==> config.mk <==
export PLATFORM = sky130hd
export DESIGN_NAME = program_loader
export DESIGN_NICKNAME = d
export VERILOG_FILES = /design/src/rtl/program_loader.sv
export SDC_FILE = /design/constraint.sdc
export NUM_CORES = 1
export LEC_CHECK = 0
export CAP_MARGIN = 10
export CELL_PAD_IN_SITES_DETAIL_PLACEMENT = 1
export CELL_PAD_IN_SITES_GLOBAL_PLACEMENT = 2
export CORE_MARGIN = 8
export CORE_UTILIZATION = 43
export CTS_BUF_LIST = sky130_fd_sc_hd__clkbuf_4 sky130_fd_sc_hd__clkbuf_8
export DETAILED_ROUTE_END_ITERATION = 16
export DONT_BUFFER_PORTS = 1
export MAX_ROUTING_LAYER = met4
export PLACE_DENSITY_LB_ADDON = 0.1
export SETUP_SLACK_MARGIN = 0.5
export SYNTH_ARGS = -nofsm -noshare
export SYNTH_HDL_FRONTEND = slang
export SYNTH_SLANG_ARGS = --single-unit
==> constraint.sdc <==
create_clock -name clk -period 2.7 [get_ports clk]
set_clock_uncertainty 0.05 [all_clocks]
set_input_delay 0.54 -clock clk [delete_from_list [all_inputs] [get_ports clk]]
set_output_delay 0.54 -clock clk [all_outputs]
set_load 0.005 [all_outputs]
==> src/rtl/program_loader.sv <==
// Byte-stream boot loader: assembles little-endian halfwords from a UART byte
// stream and writes them into program memory, holding the CPU while loading.
// Optional trailing XOR checksum byte is enabled by defining LOADER_CHECKSUM_EN.
module program_loader #(
  parameter int unsigned MAX_HALFWORDS  = 512,
  parameter int unsigned TIMEOUT_CYCLES = 0
) (
  input  logic        clk,
  input  logic        reset,
  input  logic        start,
  input  logic [7:0]  rx_data,
  input  logic        rx_valid,
  output logic        rx_ready,
  output logic [31:0] byte_address,
  output logic [15:0] write_data,
  output logic        write_enable,
  output logic        new_instruction_write_enable,
  output logic        clear_ram,
  output logic        cpu_hold,
  output logic        busy,
  output logic        load_done,
  output logic        load_error
);

  localparam int unsigned IW = $clog2(MAX_HALFWORDS + 1);
  localparam int unsigned TW = (TIMEOUT_CYCLES > 0) ? $clog2(TIMEOUT_CYCLES + 1) : 1;

  localparam logic [3:0] S_IDLE    = 4'd0;
  localparam logic [3:0] S_CLEAR   = 4'd1;
  localparam logic [3:0] S_LEN_LO  = 4'd2;
  localparam logic [3:0] S_LEN_HI  = 4'd3;
  localparam logic [3:0] S_DATA_LO = 4'd4;
  localparam logic [3:0] S_DATA_HI = 4'd5;
  localparam logic [3:0] S_WRITE   = 4'd6;
  localparam logic [3:0] S_DONE    = 4'd8;
  localparam logic [3:0] S_ERROR   = 4'd9;
`ifdef LOADER_CHECKSUM_EN
  localparam logic [3:0] S_CHK     = 4'd7;
`endif

  logic [3:0]    state_q, state_d;
  logic [IW-1:0] index_q, index_d;
  logic [15:0]   len_q, len_d;
  logic [7:0]    lo_q, lo_d;
  logic [TW-1:0] tmo_q, tmo_d;
`ifdef LOADER_CHECKSUM_EN
  logic [7:0]    xor_q, xor_d;
`endif

  logic          rx_ready_q, rx_ready_d;
  logic [31:0]   byte_address_q, byte_address_d;
  logic [15:0]   write_data_q, write_data_d;
  logic          write_enable_q, write_enable_d;
  logic          clear_ram_q, clear_ram_d;
  logic          cpu_hold_q, cpu_hold_d;
  logic          busy_q, busy_d;
  logic          load_done_q, load_done_d;
  logic          load_error_q, load_error_d;

  logic          accept;
  logic [15:0]   len_rx;
  logic          timed_state;

  assign accept = rx_valid & rx_ready_q;
  assign len_rx = {rx_data, lo_q};

  // Next-state, datapath and registered-output decode.
  always_comb begin
    state_d        = state_q;
    index_d        = index_q;
    len_d          = len_q;
    lo_d           = lo_q;
    tmo_d          = '0;
    byte_address_d = byte_address_q;
    write_data_d   = write_data_q;
`ifdef LOADER_CHECKSUM_EN
    xor_d          = xor_q;
`endif
    timed_state    = 1'b0;

    case (state_q)
      S_IDLE:  if (start) state_d = S_CLEAR;
      S_ERROR: if (start) state_d = S_CLEAR;
      S_CLEAR: begin
        index_d = '0;
`ifdef LOADER_CHECKSUM_EN
        xor_d   = '0;
`endif
        state_d = S_LEN_LO;
      end
      S_LEN_LO: begin
        if (accept) begin
          lo_d    = rx_data;
          state_d = S_LEN_HI;
        end
      end
      S_LEN_HI: begin
        timed_state = 1'b1;
        if (accept) begin
          len_d = len_rx;
          if (len_rx == 16'd0)                      state_d = S_DONE;
          else if (32'(len_rx) > MAX_HALFWORDS)     state_d = S_ERROR;
          else                                      state_d = S_DATA_LO;
        end
      end
      S_DATA_LO: begin
        timed_state = 1'b1;
        if (accept) begin
          lo_d    = rx_data;
`ifdef LOADER_CHECKSUM_EN
          xor_d   = xor_q ^ rx_data;
`endif
          state_d = S_DATA_HI;
        end
      end
      S_DATA_HI: begin
        timed_state = 1'b1;
        if (accept) begin
          write_data_d   = len_rx;
          byte_address_d = 32'(index_q) << 1;
`ifdef LOADER_CHECKSUM_EN
          xor_d          = xor_q ^ rx_data;
`endif
          state_d        = S_WRITE;
        end
      end
      S_WRITE: begin
        index_d = index_q + IW'(1);
        if (32'(index_q) + 32'd1 == 32'(len_q)) begin
`ifdef LOADER_CHECKSUM_EN
          state_d = S_CHK;
`else
          state_d = S_DONE;
`endif
        end else begin
          state_d = S_DATA_LO;
        end
      end
`ifdef LOADER_CHECKSUM_EN
      S_CHK: begin
        timed_state = 1'b1;
        if (accept) state_d = (rx_data == xor_q) ? S_DONE : S_ERROR;
      end
`endif
      S_DONE:  state_d = S_IDLE;
      default: state_d = S_IDLE;
    endcase

    // Inter-byte timeout; counter restarts on every accepted byte and state change.
    if (TIMEOUT_CYCLES != 0 && timed_state && !accept && state_d == state_q) begin
      if (32'(tmo_q) + 32'd1 >= TIMEOUT_CYCLES) state_d = S_ERROR;
      else                                      tmo_d   = tmo_q + TW'(1);
    end

    rx_ready_d     = (state_d == S_LEN_LO) || (state_d == S_LEN_HI) ||
                     (state_d == S_DATA_LO) || (state_d == S_DATA_HI)
`ifdef LOADER_CHECKSUM_EN
                     || (state_d == S_CHK)
`endif
                     ;
    write_enable_d = (state_d == S_WRITE);
    clear_ram_d    = (state_d == S_CLEAR);
    busy_d         = (state_d != S_IDLE);
    cpu_hold_d     = (state_d != S_IDLE) && (state_d != S_DONE);
    load_done_d    = (state_d == S_DONE);
    load_error_d   = (state_d == S_ERROR);
  end

  // State, datapath and output registers.
  always_ff @(posedge clk or posedge reset) begin
    if (reset) begin
      state_q        <= S_IDLE;
      index_q        <= '0;
      len_q          <= '0;
      lo_q           <= '0;
      tmo_q          <= '0;
`ifdef LOADER_CHECKSUM_EN
      xor_q          <= '0;
`endif
      rx_ready_q     <= 1'b0;
      byte_address_q <= '0;
      write_data_q   <= '0;
      write_enable_q <= 1'b0;
      clear_ram_q    <= 1'b0;
      cpu_hold_q     <= 1'b0;
      busy_q         <= 1'b0;
      load_done_q    <= 1'b0;
      load_error_q   <= 1'b0;
    end else begin
      state_q        <= state_d;
      index_q        <= index_d;
      len_q          <= len_d;
      lo_q           <= lo_d;
      tmo_q          <= tmo_d;
`ifdef LOADER_CHECKSUM_EN
      xor_q          <= xor_d;
`endif
      rx_ready_q     <= rx_ready_d;
      byte_address_q <= byte_address_d;
      write_data_q   <= write_data_d;
      write_enable_q <= write_enable_d;
      clear_ram_q    <= clear_ram_d;
      cpu_hold_q     <= cpu_hold_d;
      busy_q         <= busy_d;
      load_done_q    <= load_done_d;
      load_error_q   <= load_error_d;
    end
  end

  assign rx_ready                     = rx_ready_q;
  assign byte_address                 = byte_address_q;
  assign write_data                   = write_data_q;
  assign write_enable                 = write_enable_q;
  assign new_instruction_write_enable = write_enable_q;
  assign clear_ram                    = clear_ram_q;
  assign cpu_hold                     = cpu_hold_q;
  assign busy                         = busy_q;
  assign load_done                    = load_done_q;
  assign load_error                   = load_error_q;

endmodule

Word-level counts from Yosys, hierarchy flattened
Index checks and enable logic that the tools add are counted.

Memory bits (read-only): 0. Bits in writable memories: 0. Output and inout bits: 56. Memories: 0. Input port bits: 12. Bits in latches: 0. Word-level logic and storage cells: 57. Register bits: 71.

Shifts and indexed selects: 0. Mux-type cells: 10. Multiply operators: 0. Reduce and logical (&&, ||, !) cells: 13. Equal/unequal tests: 17. Order comparisons: 1. $add $sub $neg: 2. Divide/modulo/power cells: 0. Bitwise operators: 1.

Operators with widths (count): 2-to-1 mux 4 bit (8); case mux 4 bit (7 select lines) (1); == test 4 x 3 -> 1 bit (second input constant) (6); case mux 10 bit (2 select lines) (1); == test 11 x 16 -> 1 bit (1); == test 4 x 2 -> 1 bit (second input constant) (4); > comparator 16 x 10 -> 1 bit (second input constant) (1); zero test 16 bit (1); == test 4 bit (second input constant) (3); adder 10 x 1 -> 11 bit (second input constant) (1); adder 10 x 1 -> 10 bit (second input constant) (1); == test 4 x 1 -> 1 bit (second input constant) (2); AND reduction 2 bit (3); zero test 4 bit (1); inequality test 4 bit (second input constant) (1); nonzero test 4 bit (1); OR reduction 2 bit (2); logical OR 1 bit (3); nonzero test 2 bit (1); bitwise AND 1 bit (1); logical AND 1 bit (1).

Longest topological paths before layout
Depth in word-level cells: 9. Gate-level depth with buffers: 8.

Worst setup path before layout
Ideal clock, no wire load.

Kind: reg2reg. Start point: register index_q[0]. End point: register rx_ready_q, in the netlist rx_ready. Slack: 0.604 ns. Setup time: 0.126 ns. Clock period less this slack: 2.096 ns. Arrival time: 1.920 ns. Required time: 2.524 ns. Cell stages (with the launch flop): 9. Cells stage by stage: dfrtp_1 -> ha_1 -> and3_1 -> clkbuf_1 -> a2111oi_0 -> nor3_1 -> a22oi_4 -> a21o_1 -> a21oi_1.

Cells in the longest elaborated chain, start to end: 8. Elaborated cells on any way between the ends: 11. Classes of those cells: add/sub: 1; eq/ne: 5; mux: 2; reduce/logical: 3.

RTL lines: from (decl) (RTL line 42) `logic [IW-1:0] index_q, index_d;`; from (signal assigned) (RTL line 191) `index_q <= index_d;`; adder 10 x 1 -> 11 bit * (RTL line 129) `if (32'(index_q) + 32'd1 == 32'(len_q)) begin`; == test 11 x 16 -> 1 bit * (RTL line 129); 2-to-1 mux 4 bit * (RTL line 129); case mux 4 bit (7 select lines) * (RTL line 81) `case (state_q)`; == test 4 x 2 -> 1 bit (RTL line 155) `rx_ready_d = (state_d == S_LEN_LO) || (state_d == S_LEN_HI) ||`; logical OR 1 bit (2 in a row) (RTL line 155); logical OR 1 bit * (RTL line 156) `(state_d == S_DATA_LO) || (state_d == S_DATA_HI)`; via rx_ready_d (RTL line 50) `logic rx_ready_q, rx_ready_d;`; to (signal assigned) (RTL line 198) `rx_ready_q <= rx_ready_d;`; to (decl) (RTL line 50).

Mark *: on every way through the listed nets, which the timed path passes. The rest lies on a longest branch. A chain may end at the register's enable or synchronous reset.

Worst setup path after layout
Start point: register index_q[0]. End point: register load_done_q, in the netlist load_done.

Cells in the longest elaborated chain, start to end: 5.

RTL lines: adder 10 x 1 -> 11 bit (RTL line 129); == test 11 x 16 -> 1 bit (RTL line 129); 2-to-1 mux 4 bit (RTL line 129); case mux 4 bit (7 select lines) (RTL line 81); == test 4 bit (RTL line 165) `load_done_d = (state_d == S_DONE);`; via load_done_d (RTL line 57) `logic load_done_q, load_done_d;`; to (signal assigned) (RTL line 205) `load_done_q <= load_done_d;`; to (decl) (RTL line 57).

The timed path passes the listed nets, and every way through them passes these cells.

==> results.py <==
metrics = {
    "routing": {
        "met1_length_um": 3650,
        "top_layer_used": "met4",
        "wl_met2_um": 3780,
        "dr.pass1.iters": 4,
        "via_per_inst": 5.41,
        "initialDrtViolationCount": 100,
        "detail_route.wl_per_cell_um": 19.5,
        "vias": 2228,
        "drc": 0,
        "totalWireLength_um": 8030,
        "postRouteAntennaNets": 0,
        "met3WireLength_um": 484,
    },
    "worst_setup_path": {
        "critPathKind": "reg2reg",
        "required_ps": 2870,
        "crit_arrival_ps": 2220,
        "crit_path_start_kind": "register",
        "cp-end-kind": "register",
        "worstPathMaxFanout": 7,
    },
    "global_routing": {
        "antenna_found_initial": 0,
        "overflow": 0,
        "grt_max_degree": 51,
        "grt_pass1_vias": 2410,
        "grt_pass1_wl_um": 13300,
        "grt_usage_pct": 15.4,
    },
    "floorplanning": {
        "die_h_um": 107,
        "dieArea_um2": 11500,
        "core_um2": 8130,
        "start_util_pct": 43.8,
        "num_rows": 33,
        "io-pin-count": 68,
        "die_w_um": 107,
    },
    "clock_network": {
        "htree_levels": 3,
        "cts_tree": "built",
        "cts_buffers": 9,
        "clk_pin_slew_worst_paths_ps": 80,
        "cts_setup_buffers": 0,
        "cts-root-buf": "clkbuf_8",
        "cts.sinks": 71,
        "clk_latency_ps": 350,
        "cts_buffer_depth": 2,
        "ctsHoldBuffers": 0,
    },
    "status": {
        "status": "finished, final reports clean",
    },
    "synthesis": {
        "synth_cell_types": 60,
        "synthesis.yosys.warnings": 0,
        "synthArstFlopShare_pct": 100,
        "ys_dominant_reg_cell": "dfrtp_1",
        "syn_area_um2": 3560,
        "synth-edff-count": 0,
        "ys_ff_latch": 71,
        "postSynthAreaPerCell_um2": 11.7,
        "seq_area_frac_synth_pct": 49.8,
        "postSynthCellCount": 304,
    },
    "finish": {
        "nets": 315,
        "drive_above_1_share_pct": 32.9,
        "fill_cells": 871,
        "post-route-util_pct": 47.4,
        "syn2layout_area_growth_pct": 8.07,
        "final_common_cell": "dfrtp_1",
        "final_cell_mix": "65 x dfrtp_1, 49 x mux2_2, 22 x conb_1",
        "stdcell_area_um2": 3850,
        "final_cells": 412,
        "diodes": 0,
    },
    "hold_path": {
        "min-delay-path-class": "in2async",
    },
    "timing": {
        "setup_viol": 0,
        "slew_violations": 0,
        "worst_pin_slew_ps": 530,
        "fin_crit_ps": 2060,
        "timing.fmax_mhz": 486,
        "tns_ps": 0,
        "rsz0062_at_grt": "yes",
        "postLayoutSetupSlackWorst_ps": 642,
        "max_slew_margin_pct": 64.6,
        "final.period_utilization_pct": 76.2,
        "finalHoldViolCount": 0,
    },
    "placement": {
        "dp_hpwl_um": 5810,
        "post_dp_cell_area_um2": 3550,
        "gp_congestion": 0.720,
        "post-place-ws_ps": 452,
        "dp_cells": 396,
        "portBuffers": 0,
    },
    "run": {
        "max_cap_violations": 0,
    },
    "power": {
        "ir_drop_mv": 0.458,
        "power.density_nw_per_um2": 975,
        "leakage_nw": 1.70,
    },
}
synth_stat cells (2+ instances only):
cell / count / area, um^2
a21o_2: 2 / 17.5
o21ai_0: 14 / 70.1
nand2_1: 11 / 41.3
nand3_1: 6 / 30.0
nor3b_1: 2 / 15.0
clkbuf_8: 3 / 41.3
mux2_2: 49 / 552
o31ai_1: 5 / 37.5
clkbuf_1: 4 / 15.0
and3_1: 2 / 12.5
a21oi_1: 8 / 40.0
dfrtp_1: 71 / 1780
nor3_1: 10 / 50.1
buf_6: 2 / 22.5
o21bai_1: 2 / 15.0
nor4_1: 3 / 18.8
nand3_2: 2 / 20.0
buf_2: 3 / 15.0
a21boi_0: 2 / 15.0
xnor2_1: 7 / 61.3
o21a_1: 2 / 15.0
xor2_1: 3 / 26.3
buf_4: 27 / 203
nor2_1: 12 / 45.0
nand4_1: 5 / 31.3
or4_1: 4 / 30.0
inv_1: 5 / 18.8
nand2b_1: 4 / 25.0
nand3b_1: 3 / 22.5
cell type report:
type	instances	area [um^2]	area share, %
sequential	71	1780	46.3
multi-input combinational	209	1600	41.6
clock buffer	10	138	3.57
tap	105	131	3.41
clock inverter	6	116	3.02
timing repair buffer	6	57.6	1.49
inverter	5	22.5	0.585
flip-flops by register name, indices dropped and copies added (netlist names):
signal,flops
len_q,16
write_data,16
byte_address,10
index_q,10
lo_q,8
state_q,4
busy,1
clear_ram,1
cpu_hold,1
load_done,1
load_error,1
new_instruction_write_enable,1
rx_ready,1
worst paths after layout:
| check | from | end | slack [ps] | cells after the start |
|---|---|---|---|---|
| worst max-delay path | index_q[0] | load_done | 640 | 7 |
| worst min-delay path | reset | byte_address[2] | 40 | 1 |
| worst max register to register | index_q[0] | load_done | 640 | 7 |
| worst min register to register | len_q[14] | len_q[14] | 460 | 1 |
| max in group asynchronous | reset | state_q[0] | 1930 | 2 |
| min in group clk | rx_data[7] | write_data[15] | 280 | 1 |
power breakdown:
part / total, mW / internal [mW] / switching, mW
sequential: 1.75 / 1.40 / 0.357
clock: 1.06 / 0.645 / 0.419
combinational: 0.939 / 0.508 / 0.430
logic make-up (layout without fill, tap and decap cells):
| logic type | Yosys count | in the layout | share of synthesized area (%) |
|---|---|---|---|
| other | 1 | 22 | 0.105 |
| and+or+nand+nor | 80 | 80 | 13.6 |
| buffers and inverters | 45 | 27 | 8.99 |
| AOI/OAI and AO/OA | 46 | 46 | 8.88 |
| xor gates and xnor gates | 10 | 10 | 2.46 |
| DFF | 71 | 71 | 49.8 |
| adders and majority gates | 1 | 1 | 0.351 |
| muxes | 50 | 50 | 15.8 |
critical path, stage by stage, from the launching register on:
cell	delay [ps]
dfrtp_2	470
ha_2	250
and3_2	290
and3_1	190
o221ai_1	280
a22oi_4	80
a21oi_2	230
nor3_1	80
repair_timing:
action,4_1_cts,5_1_grt
hold endpoints to repair,0,0
gates cloned,0,0
gates resized for setup,2,13
setup endpoints to repair,5,7
layer usage:
layer | vias up | GRT usage, %
li1 | 1038 | -
met1 | 1135 | 19.1
met2 | 44 | 23.3
met3 | 11 | 4.56
met4 | 0 | 5.43
met5 | - | -
per-stage QoR:
step	hold WS (ps)	power [mW]
after floorplan	431	2.47
after global placement	430	2.67
after detailed placement	437	2.70
after CTS	52.8	3.79
after global routing	66.4	4.01
final	43.4	3.76
Note: power is estimated with default switching activity, not from simulation.
